--- src/rtl/qed_dispatch_ctrl.sv ---
// qed_dispatch_ctrl
// Symbolic-QED dispatcher sitting between fetch and decode. Originals pass
// straight through to decode; each accepted original also pushes a remapped
// duplicate into a FIFO. A free formal input (qed_exec_dup) chooses when the
// FIFO head is issued instead. Issue counts, in-flight tracking and a small
// commit FSM feed the property module.
//
// Ports
//   clk, rst                  clock, synchronous active-low reset
//   ifu_valid/instr/ready     original instruction handshake from fetch
//   qed_exec_dup, qed_commit  free formal choices
//   core_valid/instr/ready    issue handshake to decode
//   retire_valid              one instruction retired this cycle
//   sif_commit(_pulsed)       commit level / one-cycle commit pulse
//   sif_state                 commit FSM state (0 PRE, 1 COMMIT, 2 POST)
//   qed_check_valid           drained and balanced, consistency checkable
//   qed_num_orig/dup          issue counters since reset or commit
module qed_dispatch_ctrl #(
  parameter int DEPTH    = 16,
  parameter int CNT_W    = 16,
  parameter int FLIGHT_W = 4
) (
  input  logic             clk,
  input  logic             rst,
  input  logic             ifu_valid,
  input  logic [31:0]      ifu_instr,
  output logic             ifu_ready,
  input  logic             qed_exec_dup,
  input  logic             qed_commit,
  output logic             core_valid,
  output logic [31:0]      core_instr,
  input  logic             core_ready,
  input  logic             retire_valid,
  output logic             sif_commit,
  output logic             sif_commit_pulsed,
  output logic [1:0]       sif_state,
  output logic             qed_check_valid,
  output logic [CNT_W-1:0] qed_num_orig,
  output logic [CNT_W-1:0] qed_num_dup
);
  localparam int AW = $clog2(DEPTH);
  localparam logic [CNT_W-1:0]    CNT_MAX = '1;
  localparam logic [FLIGHT_W-1:0] FL_MAX  = '1;

  typedef enum logic [1:0] {S_PRE = 2'd0, S_COMMIT = 2'd1, S_POST = 2'd2} state_t;

  state_t              r_state, w_state_nxt;
  logic [AW:0]         r_head, r_tail;
  logic [31:0]         r_mem [DEPTH];
  logic [CNT_W-1:0]    r_num_orig, r_num_dup;
  logic [FLIGHT_W-1:0] r_flight;
  logic                r_sat;

  logic w_empty, w_full, w_dup_mode, w_in_commit;
  logic w_orig_hs, w_dup_hs, w_issue, w_retire, w_commit_go, w_sat;

  // Duplicate remap. Loads carry imm bits in the rs2 slot and stores carry
  // imm bits in the rd slot, so those register rules are skipped there.
  function automatic logic [31:0] f_dup(input logic [31:0] ins);
    logic [31:0] o;
    logic [11:0] imm;
    logic        is_ld, is_st;
    o     = ins;
    is_ld = (ins[6:0] == 7'b0000011);
    is_st = (ins[6:0] == 7'b0100011);
    imm   = {ins[31:25], ins[11:7]} + 12'd64;
    if (!is_st && |ins[11:7])  o[11] = 1'b1;
    if (|ins[19:15])           o[19] = 1'b1;
    if (!is_ld && |ins[24:20]) o[24] = 1'b1;
    if (is_ld) o[31:20] = ins[31:20] + 12'd64;
    if (is_st) begin
      o[31:25] = imm[11:5];
      o[11:7]  = imm[4:0];
    end
    return o;
  endfunction

  // Pointers carry a wrap bit: equal is empty, MSB-only difference is full.
  assign w_empty = (r_head == r_tail);
  assign w_full  = (r_head[AW] != r_tail[AW]) && (r_head[AW-1:0] == r_tail[AW-1:0]);

  assign w_in_commit = (r_state == S_COMMIT);
  assign w_dup_mode  = qed_exec_dup && !w_empty;

  assign core_instr = w_dup_mode ? r_mem[r_head[AW-1:0]] : ifu_instr;
  assign core_valid = !w_in_commit && (w_dup_mode || (ifu_valid && !w_full));
  assign ifu_ready  = !w_in_commit && !w_dup_mode && core_ready && !w_full;

  assign w_orig_hs   = ifu_valid && ifu_ready;
  assign w_dup_hs    = w_dup_mode && core_ready && !w_in_commit;
  assign w_issue     = w_orig_hs || w_dup_hs;
  assign w_retire    = retire_valid && (r_flight != '0);
  assign w_commit_go = (r_state == S_PRE) && qed_commit && w_empty && (r_flight == '0);

  // Saturation is sticky until reset, including across a commit.
  assign w_sat = r_sat || (r_num_orig == CNT_MAX) || (r_num_dup == CNT_MAX);
  assign qed_check_valid = !w_sat && (r_num_orig == r_num_dup) && w_empty &&
                           (r_flight == '0) && (r_num_orig != '0);
  assign qed_num_orig = r_num_orig;
  assign qed_num_dup  = r_num_dup;

  // FSM: state register
  always_ff @(posedge clk) begin
    if (!rst) r_state <= S_PRE;
    else      r_state <= w_state_nxt;
  end

  // FSM: next state
  always_comb begin
    w_state_nxt = r_state;
    case (r_state)
      S_PRE:    if (w_commit_go) w_state_nxt = S_COMMIT;
      S_COMMIT: w_state_nxt = S_POST;
      S_POST:   w_state_nxt = S_POST;
      default:  w_state_nxt = S_PRE;
    endcase
  end

  // FSM: outputs
  always_comb begin
    sif_commit        = (r_state == S_COMMIT) || (r_state == S_POST);
    sif_commit_pulsed = (r_state == S_COMMIT);
    sif_state         = r_state;
  end

  // Queue storage needs no reset; pointers alone define its contents.
  always_ff @(posedge clk) begin
    if (w_orig_hs) r_mem[r_tail[AW-1:0]] <= f_dup(ifu_instr);
  end

  always_ff @(posedge clk) begin
    if (!rst) begin
      r_head     <= '0;
      r_tail     <= '0;
      r_num_orig <= '0;
      r_num_dup  <= '0;
      r_flight   <= '0;
      r_sat      <= 1'b0;
    end else begin
      if (w_orig_hs) r_tail <= r_tail + 1'b1;
      if (w_dup_hs)  r_head <= r_head + 1'b1;

      r_sat <= w_sat;
      if (w_commit_go) begin
        r_num_orig <= '0;
        r_num_dup  <= '0;
      end else begin
        if (w_orig_hs && r_num_orig != CNT_MAX) r_num_orig <= r_num_orig + 1'b1;
        if (w_dup_hs  && r_num_dup  != CNT_MAX) r_num_dup  <= r_num_dup + 1'b1;
      end

      // Issue and retire in the same cycle cancel out.
      case ({w_issue, w_retire})
        2'b10:   if (r_flight != FL_MAX) r_flight <= r_flight + 1'b1;
        2'b01:   r_flight <= r_flight - 1'b1;
        default: r_flight <= r_flight;
      endcase
    end
  end
endmodule

--- config.mk ---
export PLATFORM = sky130hd
export DESIGN_NAME = qed_dispatch_ctrl
export DESIGN_NICKNAME = d
export VERILOG_FILES = /design/src/rtl/qed_dispatch_ctrl.sv
export SDC_FILE = /design/constraint.sdc
export NUM_CORES = 1
export LEC_CHECK = 0
export CAP_MARGIN = 25
export CORE_ASPECT_RATIO = 0.8
export CORE_MARGIN = 2
export CORE_UTILIZATION = 40
export DETAILED_ROUTE_END_ITERATION = 6
export PLACE_DENSITY_LB_ADDON = 0.15
export SLEW_MARGIN = 30
export SYNTH_ARGS = -nofsm -noshare
export SYNTH_HDL_FRONTEND = slang
export SYNTH_SLANG_ARGS = --single-unit
--- constraint.sdc ---
create_clock -name clk -period 5.45 [get_ports clk]
set_clock_uncertainty 0.05 [all_clocks]
set_input_delay 0.8175 -clock clk [delete_from_list [all_inputs] [get_ports clk]]
set_output_delay 0.8175 -clock clk [all_outputs]
set_load 0.02 [all_outputs]
---- Word-level counts from Yosys, hierarchy flattened ----
Memory sizes are Yosys's and may differ from the RTL's. A register that Yosys moved wholly into a read port is not among the register bits.
Cells that the tools add are included.
storage, ports and cells
  register bits after elaboration ......... 49
  bits in latches ......................... 0
  memory bits (writable) .................. 512
  memory bits (read-only) ................. 0
  bits of input ports ..................... 39
  output and inout bits ................... 71
  logic and storage cells ................. 98
  memories kept ........................... 1
cells by class
  add/subtract/negate cells ............... 8
  $mul .................................... 0
  div/mod/pow operators ................... 0
  $lt $le $gt $ge ......................... 0
  eq/ne operators ......................... 17
  shifts and indexed selects .............. 0
  muxes and demuxes ....................... 19
  bitwise gates (word level) .............. 1
  reduce and logical (&&, ||, !) cells .... 45
memory list
  memory  depth  bits a word  read ports  clocked after memory_dff  wr ports  RTL line  RTL
  r_mem   16     32           1           1                         1         49        logic [31:0] r_mem [DEPTH];
operators by type and width
  kind                                                             count
  16-bit by 1-bit adder with 16-bit output, second input constant  2
  16-bit == test, second input constant                            2
  32-bit two-way mux                                               1
  16-bit inequality test, second input constant                    2
  12-bit by 7-bit adder with 12-bit output, second input constant  2
  12-bit two-way mux                                               2
  1-bit logical AND                                                22
  16-bit == test                                                   1
  16-bit nonzero test                                              1
  5-bit OR reduction                                               3
  7-bit two-way mux                                                2
  4-bit two-way mux                                                3
  5-bit by 1-bit adder with 5-bit output, second input constant    2
  5-bit two-way mux                                                2
  4-bit one-hot mux with 2 select lines                            1
  7-bit by 2-bit == test with 1-bit output, second input constant  1
  7-bit by 6-bit == test with 1-bit output, second input constant  1
  1-bit logical NOT                                                7
  1-bit two-way mux                                                6
  5-bit == test                                                    1
  1-bit logical OR                                                 5
  4-bit by 1-bit adder with 4-bit output, second input constant    1
  2-bit by 1-bit == test with 1-bit output, second input constant  2
  2-bit == test, second input constant                             2
  other kinds (14)                                                 16

---- Longest topological paths before layout ----
Gate-level depths: netlist of run 1.
  depth after elaboration ................. 12
  gate-level depth with buffers ........... 10
  gate-level depth less buffers ........... 9

---- Least setup slack after synthesis of run 1 ----
No wires, ideal clock.
  path kind ............................... register to register
  start point ............................. register r_tail[3]
  end point ............................... memory r_mem[0][0], enable pin
  library setup time ...................... 0.461 ns
  data arrival time ....................... 3.858 ns
  required time ........................... 4.939 ns
  slack ................................... 1.081 ns
  cell stages (with the launch flop) ...... 9
  path buffers ............................ 2
  period minus slack after synthesis ...... 4.369 ns
  path through ............................ dfxtp_1 -> buf_4 -> xnor2_1 -> and4_4 -> mux2i_4 -> and3_1 -> clkbuf_1 -> nand2_1 -> nor3_1
between the ends
  word-level cells in the longest chain between the ends .. 10
  elaborated cells between the ends (all ways) .. 13
  classes of those cells .................. eq/ne: 2; mux: 2; reduce/logical: 9
ends and longest elaborated chain
  item                                     RTL line  RTL
  start: declaration                       48        logic [AW:0] r_head, r_tail;
  start signal: assignment                 140       if (w_orig_hs) r_tail <= r_tail + 1'b1;
  5-bit == test                            79        assign w_empty = (r_head == r_tail);
  1-bit logical NOT                        83        assign w_dup_mode = qed_exec_dup && !w_empty;
  1-bit logical AND                        83
  1-bit logical NOT                        87        assign ifu_ready = !w_in_commit && !w_dup_mode && core_ready && !w_full;
  1-bit logical AND (3 in a row)           87
  1-bit logical AND                        89        assign w_orig_hs = ifu_valid && ifu_ready;
  1-bit two-way mux                        128       if (w_orig_hs) r_mem[r_tail[AW-1:0]] <= f_dup(ifu_instr);
  1-bit two-way mux (not written as such)  128
  end: declaration                         49
Parallel ways exist; a longest one is shown, timed or not.

---- Final worst setup path of run 1 ----
  start point ............................. register r_tail[2]
  end point ............................... output port core_instr[17]
between the ends
  word-level cells in the longest chain between the ends .. 4
ends and longest elaborated chain
  item                RTL line  RTL
  5-bit == test       79
  1-bit logical NOT   83
  1-bit logical AND   83
  32-bit two-way mux  85        assign core_instr = w_dup_mode ? r_mem[r_head[AW-1:0]] : ifu_instr;
  end: declaration    31        output logic [31:0] core_instr,
Every way passes these cells.

==> flow_summary.ini, run 1 <==
[synthesis]
ys_async_sr_fraction_pct = 0
yosys_register_bits = 565
ys.flop_type = edfxtp_1
syn_area_per_cell_um2 = 19.9
ys_types = 51
syn-num-nets = 1191
seq_area_frac_synth_pct = 72.3
synth_cells = 1139
synth_edf_count = 512
synth_warnings = 0
synthesis.area_mm2 = 0.0227

[critical_path]
worst-setup-path-type = flop to output port
cpPeakStageDelay_ns = 0.74
slowest_stage = o21ai_4
r2r_start = r_tail[2]
critPathMaxFanout = 17
worstPathRequired_ns = 4.58
cp.buffers_inverters = 2
cp_cell_sequence = xnor2_1 > nand4_1 > o21ai_4 > buf_4 > mux2_2 > clkdlybuf4s50_1
crit_start = r_tail[2]
critPathLaunchType = flop
cp_top_family = buffers and inverters
end_kind = output port
cp.arrival_ns = 3.80

[grt]
grt_usage_pct = 17.9
overflow = 0
grt_start_max_net_pins = 50
grt_pass1_vias = 11846
grt_pass1_wl_mm = 77.8
antenna_found_initial = 1

[timing]
tightest_slew_ns = 0.895
finalCriticalPeriod_ns = 4.67
final-setup-viol-count = 0
slew_violations = 0
setup-tns-final_ns = 0
hold_violations = 0
relSlewSlack_pct = 40.2
rsz0062_at_grt = no
finalCritPeriodShare_pct = 85.7
fmax_mhz = 214

[route]
firstDrtPassIters = 7
antenna_left = 0
vias = 11498
post_drt_wl_per_cell_um = 24.7
drc = 0
via_per_inst = 5.47
drt_iter0_drc = 1063
routed_wirelength_mm = 51.9

[pwr]
power_density_mw_per_mm2 = 357
peakVddDrop_mv = 0.218
p_leak_nw = 8.20

[clock_tree]
cts_made_buffers = 55
clock_latency_ns = 0.62
clock_sinks = 565
root_buffer = clkbuf_16
cts_resized = 0
cts.clk_slew.worst_paths_ns = 0.06
cts_setup_buffers = 0
cts_tree = yes
ctsHtreeMaxLevel = 2
clock_path_buffers = 3
hold_buffers = 0

[floorplan]
ioPinCount = 110
die-height_um = 217
coreArea_mm2 = 0.0564
dieArea_mm2 = 0.0587
initial_utilization_pct = 40.3
chipWidth_um = 270
rows = 78

[outcome]
status = completed

[cells_and_area]
final_cell_mix = 512 x edfxtp_1, 160 x mux4_2, 109 x clkdlybuf4s50_1
utilization_pct = 47.6
layout_commonest_cell = edfxtp_1
fillers = 4761
diodes = 0
syn_to_final_growth_pct = 18.2
nNetsFinal = 1349
layout-drive-gt1-share_pct = 26.2

[placed_design]
dp_hpwl_mm = 30.0
gp_congestion = 0.760
io_buffer_count = 109

[run]
max_cap_viol_count = 0

[worst_hold_path]
min_path_type = flop to flop
worstHoldStart = r_tail[4]
-- kinds of logic after synthesis --
| kind of cell | Yosys count | synth area share (%) |
|---|---|---|
| AO/OA/AOI/OAI | 45 | 1.35 |
| XOR/XNOR | 46 | 1.77 |
| adder cells (fa/ha/maj) | 13 | 0.716 |
| buffers and inverters | 72 | 1.38 |
| flip-flops | 565 | 72.3 |
| multiplexers | 204 | 18.0 |
| AND/OR/NAND/NOR | 194 | 4.41 |
-- worst min-delay path: stages, from the launching register on --
cell      delay, ns
dfxtp_1        0.34
nand2_1        0.07
o21bai_1       0.05
-- cell usage after synthesis (all sizes together), types with 5 or more instances --
cell type,instances,area (um^2)
xor2,14,123
xnor2,32,280
clkbuf,34,128
nand3,17,85.1
mux4,160,3600
a21oi,16,80.1
inv,15,56.3
nand4,15,100
and4,6,55.1
and3,5,31.3
edfxtp,512,15400
o31ai,11,82.6
mux2i,11,123
dfxtp,53,1060
nand2,38,143
nor3,21,110
nand2b,7,43.8
nor4,15,93.8
buf,22,125
or4,10,75.1
mux2,33,372
ha,13,163
nor2,49,184
-- worst paths after layout --
path                    endpoint  slack [ns]  cells after the start
setup / recovery  core_instr[17]        0.78                      6
hold reg to reg        r_tail[4]        0.45                      2
hold / removal         r_tail[4]        0.45                      2
setup reg to reg   r_mem[14][27]        1.94                      7
-- report_power, final --
part | switching (mW) | internal, mW | total (mW)
clock network | 1.63 | 2.11 | 3.75
logic | 0.528 | 0.470 | 0.999
registers | 0.0622 | 4.79 | 4.85
total | 2.23 | 7.37 | 9.60
-- sequential cells by signal (all words and copies together), names as in the netlist, named ones only --
signal	cells
sif_state	2
r_head	5
r_tail	5
r_flight	4
qed_num_orig	16
r_sat	1
qed_num_dup	16
r_mem	512
-- routing by layer --
metal,GRT usage [%],vias up,part of all wire (%)
li1,-,5006,-
met1,26.5,6138,46
met2,27.9,294,47
met3,2.79,60,5.2
met4,4.22,0,1.6
met5,0,-,0
-- through the flow --
step	std cells	cell area (um^2)	total power, mW	worst slack [ns]	hold slack [ns]
2_1_floorplan	1139	22700	5.57	1.08	0.407
3_3_place_gp	2000	25100	5.95	1.45	0.442
3_5_place_dp	2000	25100	5.96	1.38	0.450
4_1_cts	2101	26800	9.72	0.698	0.458
5_1_grt	2101	26900	9.96	0.600	0.506
6_report	2101	26900	9.60	0.778	0.451
-- area by class of cell --
type	count	area, um^2	area share [%]
Sequential cell	565	16400	61.2
Multi-Input combinational cell	502	6130	22.8
Timing Repair Buffer	157	1530	5.68
Clock buffer	69	1440	5.36
Tap cell	760	951	3.54
Clock inverter	32	315	1.17
Inverter	16	60.1	0.224
Power figures use the tool's default switching activity.
==> run 2: changes to the inputs <==
Settings changed: ABC_AREA set to 1, GPL_TIMING_DRIVEN set to 0.
==> flow_summary.ini, run 2 <==
[outcome]
status = completed

[critical_path]
end_kind = output port
worst-setup-path-type = flop to output port
critPathLaunchType = flop
slowest_stage = clkdlybuf4s50_1
cp_cell_sequence = buf_2 > clkbuf_1 > buf_1 > nor2_1 > o221ai_1 > nand3_1 > a31oi_1 > clkdlybuf4s50_1
worstPathRequired_ns = 4.58
critPathMaxFanout = 10
r2r_setup_slack_ns = 2.10
cp.arrival_ns = 4.49
cpPeakStageDelay_ns = 0.72

[placed_design]
dp_hpwl_mm = 49.1
gp_congestion = 0.862
dp.cells = 2827
io_buffer_count = 109
pre_cts_slack_ns = 0.511

[synthesis]
synth_edf_count = 512
syn_area_per_cell_um2 = 12.0
seq_area_frac_synth_pct = 70.9
synth_fa_ha_area_share_pct = 0.701
synth_top_area_share_pct = 66.3
synthSimpleGateAreaFrac_pct = 10.6
synth_compound_gate_area_share_pct = 13.2
yosys_register_bits = 565
yosys.cell_count.top_type = edfxtp_1
synth_top_family_by_area = compound AO/OA/AOI/OAI gates
syn-num-nets = 1980
synth_area_leader_cell = edfxtp_1
synth_mux_area_share_pct = 0
synthesis.area_mm2 = 0.0232
ys.flop_type = edfxtp_1
synth_common_cells = 512 x edfxtp_1, 375 x nor2_1, 287 x o21ai_0
ys_async_sr_fraction_pct = 0
synth-xor-area-share_pct = 1.21
synth_cells = 1928
synth_warnings = 0
yosys-top-cells-area = edfxtp_1 66%, o21ai_0 6.2%, nor2_1 6.1%
ys_types = 35

[route]
routed_wirelength_mm = 73.8
firstDrtPassIters = 5
vias = 16724
antenna_left = 0
post_drt_wl_per_cell_um = 25.2
drc = 0
via_per_inst = 5.71
drt_iter0_drc = 2221

[clock_tree]
ctsHtreeMaxLevel = 2
root_buffer = clkbuf_16
cts_made_buffers = 56
cts_tree = yes
hold_buffers = 0
clock_latency_ns = 0.61
clock_sinks = 565
clock_path_buffers = 3
cts_setup_buffers = 0
cts.clk_slew.worst_paths_ns = 0.06

[cells_and_area]
fillers = 5104
syn_to_final_growth_pct = 20.7
layout-drive-gt1-share_pct = 7.52
nNetsFinal = 2177
largest_reg_flops = 512
diodes = 0
final_cell_mix = 512 x edfxtp_1, 360 x nor2_1, 286 x o21ai_0
fin_cells = 2927
layout_commonest_cell = edfxtp_1

[timing]
finalCriticalPeriod_ns = 5.36
relSlewSlack_pct = 31.5
finalCritPeriodShare_pct = 98.3
final-setup-viol-count = 0
worst_slack_ns = 0.0940
rsz0062_at_grt = no
slew_violations = 0
hold_violations = 0
fmax_mhz = 187
hold_ws_ns = 0.442
tightest_slew_ns = 1.03

[grt]
antenna_found_initial = 0
overflow = 0
grt_start_max_net_pins = 33
grt_pass1_wl_mm = 107
grt_pass1_vias = 15983
grt_usage_pct = 24.6

[floorplan]
chipWidth_um = 273
die-height_um = 219
initial_utilization_pct = 40.7
ioPinCount = 110
rows = 78
coreArea_mm2 = 0.0570
dieArea_mm2 = 0.0599

[run]
max_cap_viol_count = 0

[pwr]
power_frac_seq_pct = 46.3
p_sw_share_pct = 27.8
p_clk_share_pct = 37.0
p_leak_nw = 9.16
peakVddDrop_mv = 0.238
combPwrFrac_pct = 16.7
power_density_mw_per_mm2 = 374
p_int_mw = 7.57
power_switching_mw = 2.91

[worst_hold_path]
min_path_type = flop to flop
[run 2: through the flow]
step	TNS [ns]	util, %	total power, mW	area (um^2)
floorplan	0	-	5.87	23200
global placement	-90.28	44.3	6.63	25200
detailed placement	0	45.9	6.67	26200
CTS	0	49.1	10.5	28000
global route	0	49.1	10.8	28000
finish	0	49.1	10.5	28000
[run 2: area by class of cell]
cell class | count | area [um^2] | area share [%]
Tap cell | 760 | 951 | 3.40
Sequential cell | 565 | 16400 | 58.7
Clock inverter | 34 | 337 | 1.20
Multi-Input combinational cell | 1160 | 6120 | 21.9
Clock buffer | 66 | 1460 | 5.22
Inverter | 84 | 318 | 1.14
Buffer | 119 | 475 | 1.70
Timing Repair Buffer | 139 | 1890 | 6.76
[run 2: power by group through the flow]
stage,clock network (mW),logic [mW],registers (mW)
final,3.88,1.75,4.85
after global routing,4.09,1.89,4.86
after CTS,3.93,1.73,4.85
after detailed placement,0,1.73,4.94
after global placement,0,1.68,4.95
after floorplan,0,0.926,4.94
[run 2: cells by family after synthesis]
group,after synthesis
simple gates,597
flops,565
compound gates,518
buf+inv,203
xor+xnor,32
fa+ha+maj,13
[run 2: path summary, 6_finish.rpt]
path	cells after the start	endpoint	start
max	8	core_instr[2]	flop
min	2	r_tail[4]	r_tail[4]
max reg2reg	14	r_mem[12][12]	r_tail[3]
min reg2reg	2	r_tail[4]	r_tail[4]
[run 2: timing repair]
item	4_1_cts	5_1_grt
hold endpoints to repair	0	0
resized for setup	0	1
endpoints found under the setup margin	0	1
[run 2: layer usage]
layer	vias up	routed length [um]	share of wire [%]	track usage [%]
met5	-	0	0	0
met4	0	2080	2.8	7.78
met3	120	6940	9.4	5.64
met2	755	32400	44	36.9
met1	8327	32400	44	35.3
li1	7522	-	-	-
[run 2: worst max-delay path, delay by kind of cell, from the launching register on]
family          cells  cell delay (ns)
compound gates      2             0.75
flops               1             0.54
buf+inv             4             2.32
simple gates        2             0.28
==> run 3: changes to the inputs <==
Settings changed: CELL_PAD_IN_SITES_DETAIL_PLACEMENT set to 1, CELL_PAD_IN_SITES_GLOBAL_PLACEMENT set to 1.
==> flow_summary.ini, run 3 (synthesis gave the netlist of run 2 again) <==
[clock_tree]
cts_tree = yes
hold_buffers = 0
ctsHtreeMaxLevel = 2
cts_made_buffers = 58
root_buffer = clkbuf_16
cts_resized = 0
clock_sinks = 565
clock_latency_ns = 0.62
cts.clk_slew.worst_paths_ns = 0.06
clock_path_buffers = 3
cts_setup_buffers = 0

[critical_path]
cp.buffers_inverters = 4
cp_cell_sequence = inv_1 > clkbuf_1 > clkbuf_1 > nor2_1 > o221ai_1 > a31oi_1 > a22oi_1 > clkdlybuf4s50_1
critPathLaunchType = flop
worstPathRequired_ns = 4.58
r2r_setup_slack_ns = 2.10
reg2reg_depth = 14
cp_top_family = buffers and inverters
worst-setup-path-type = flop to output port
end_kind = output port
r2r_start = r_tail[1]
r2r-end = r_mem[8][17]
slowest_stage = clkbuf_1
critPathMaxFanout = 10
cp.arrival_ns = 4.33
cpPeakStageDelay_ns = 0.86
crit_top_cell = clkbuf_1

[timing]
final-setup-viol-count = 0
relSlewSlack_pct = 28.3
finalCritPeriodShare_pct = 95.4
tightest_slew_ns = 1.08
slew_violations = 0
hold_violations = 0
rsz0062_at_grt = no
fmax_mhz = 192
finalCriticalPeriod_ns = 5.20
hold_ws_ns = 0.437

[route]
drt_iter0_drc = 1689
post_drt_wl_per_cell_um = 27.5
drc = 0
via_per_inst = 5.88
vias = 17252
firstDrtPassIters = 5
routed_wirelength_mm = 80.6
antenna_left = 0

[pwr]
power_frac_seq_pct = 46.5
p_total_mw = 10.4
p_sw_share_pct = 29.0
p_leak_nw = 9.17
peakVddDrop_mv = 0.264
p_clk_share_pct = 36.3
power_switching_mw = 3.03
combPwrFrac_pct = 17.3
p_int_mw = 7.41
power_density_mw_per_mm2 = 374

[cells_and_area]
nNetsFinal = 2180
final_cell_mix = 512 x edfxtp_1, 360 x nor2_1, 286 x o21ai_0
fillers = 5934
multi_input_area_mm2 = 0.00612
largest_reg_flops = 512
layout_commonest_cell = edfxtp_1
layout-drive-gt1-share_pct = 7.72
syn_to_final_growth_pct = 20.5
utilization_pct = 49.0
layout.area.seq_mm2 = 0.0164
diodes = 0

[placed_design]
gp_congestion = 0.822
dp_hpwl_mm = 54.6
io_buffer_count = 109

[floorplan]
coreArea_mm2 = 0.0570
chipWidth_um = 273
die-height_um = 219
rows = 78
dieArea_mm2 = 0.0599
ioPinCount = 110
initial_utilization_pct = 40.7

[worst_hold_path]
min_path_cells = 2
min_path_type = flop to flop
holdPathEnd = r_sat
worstHoldStart = r_sat

[grt]
antenna_found_initial = 2
grt_usage_pct = 27.0
grt_pass1_vias = 17740
grt_start_max_net_pins = 33
grt_pass1_wl_mm = 119
overflow = 0

[run]
max_cap_viol_count = 0

[outcome]
status = completed
run 3: cell count changes in the layout (fill, tap and decap cells not counted), moves of 2 or more:
cell,change
bufinv_16,-6
clkbuf_1,+4
clkbuf_16,+2
clkbuf_2,+4
clkbuf_8,+3
clkinv_2,+3
clkinvlp_4,-2
run 3: power groups by stage:
stage	Clock, mW	Combinational, mW	Sequential (mW)
2_1_floorplan	0	0.926	4.94
3_3_place_gp	0	1.69	4.95
3_5_place_dp	0	1.79	4.94
4_1_cts	3.81	1.80	4.85
5_1_grt	3.98	1.95	4.86
6_report	3.79	1.80	4.85
run 3: area by class of cell:
type	count	area share, %
Sequential cell	565	58.8
Multi-Input combinational cell	1160	21.9
Timing Repair Buffer	140	6.81
Clock buffer	78	5.65
Tap cell	760	3.40
Buffer	119	1.72
Inverter	84	1.14
Clock inverter	30	0.591
run 3: per-layer routing:
layer | vias to the layer above | share of wire, % | track usage [%]
li1 | 7529 | - | -
met2 | 711 | 46 | 43.0
met4 | 0 | 2.9 | 8.85
met3 | 149 | 7.1 | 3.62
met5 | - | 0 | 0
met1 | 8863 | 44 | 38.3
run 3: worst max path at each step:
stage	startpoint	to	slack, ns	cells past startpoint
finish	flop	core_instr[6]	0.25	8
detailed placement	qed_exec_dup	core_instr[17]	0.65	7
floorplan	sif_state[1]	r_mem[0][0]	1.93	9
global placement	core_ready	r_mem[4][25]	-0.48	9
global route	flop	core_instr[2]	0.06	8
CTS	flop	core_instr[2]	0.06	8
run 3: worst min-delay path: stages (launching register included):
cell and delay, ns:
dfxtp_1 0.31, nor3_1 0.06, nor2_1 0.08
run 3: through the flow:
| stage | area, um^2 | cells | TNS (ns) | setup WS, ns |
|---|---|---|---|---|
| 2_1_floorplan | 23200 | 1928 | 0 | 1.93 |
| 3_3_place_gp | 25200 | 2797 | -94.76 | -0.479 |
| 3_5_place_dp | 26200 | 2828 | 0 | 0.651 |
| 4_1_cts | 27900 | 2936 | 0 | 0.0634 |
| 5_1_grt | 27900 | 2936 | 0 | 0.0592 |
| 6_report | 27900 | 2936 | 0 | 0.249 |
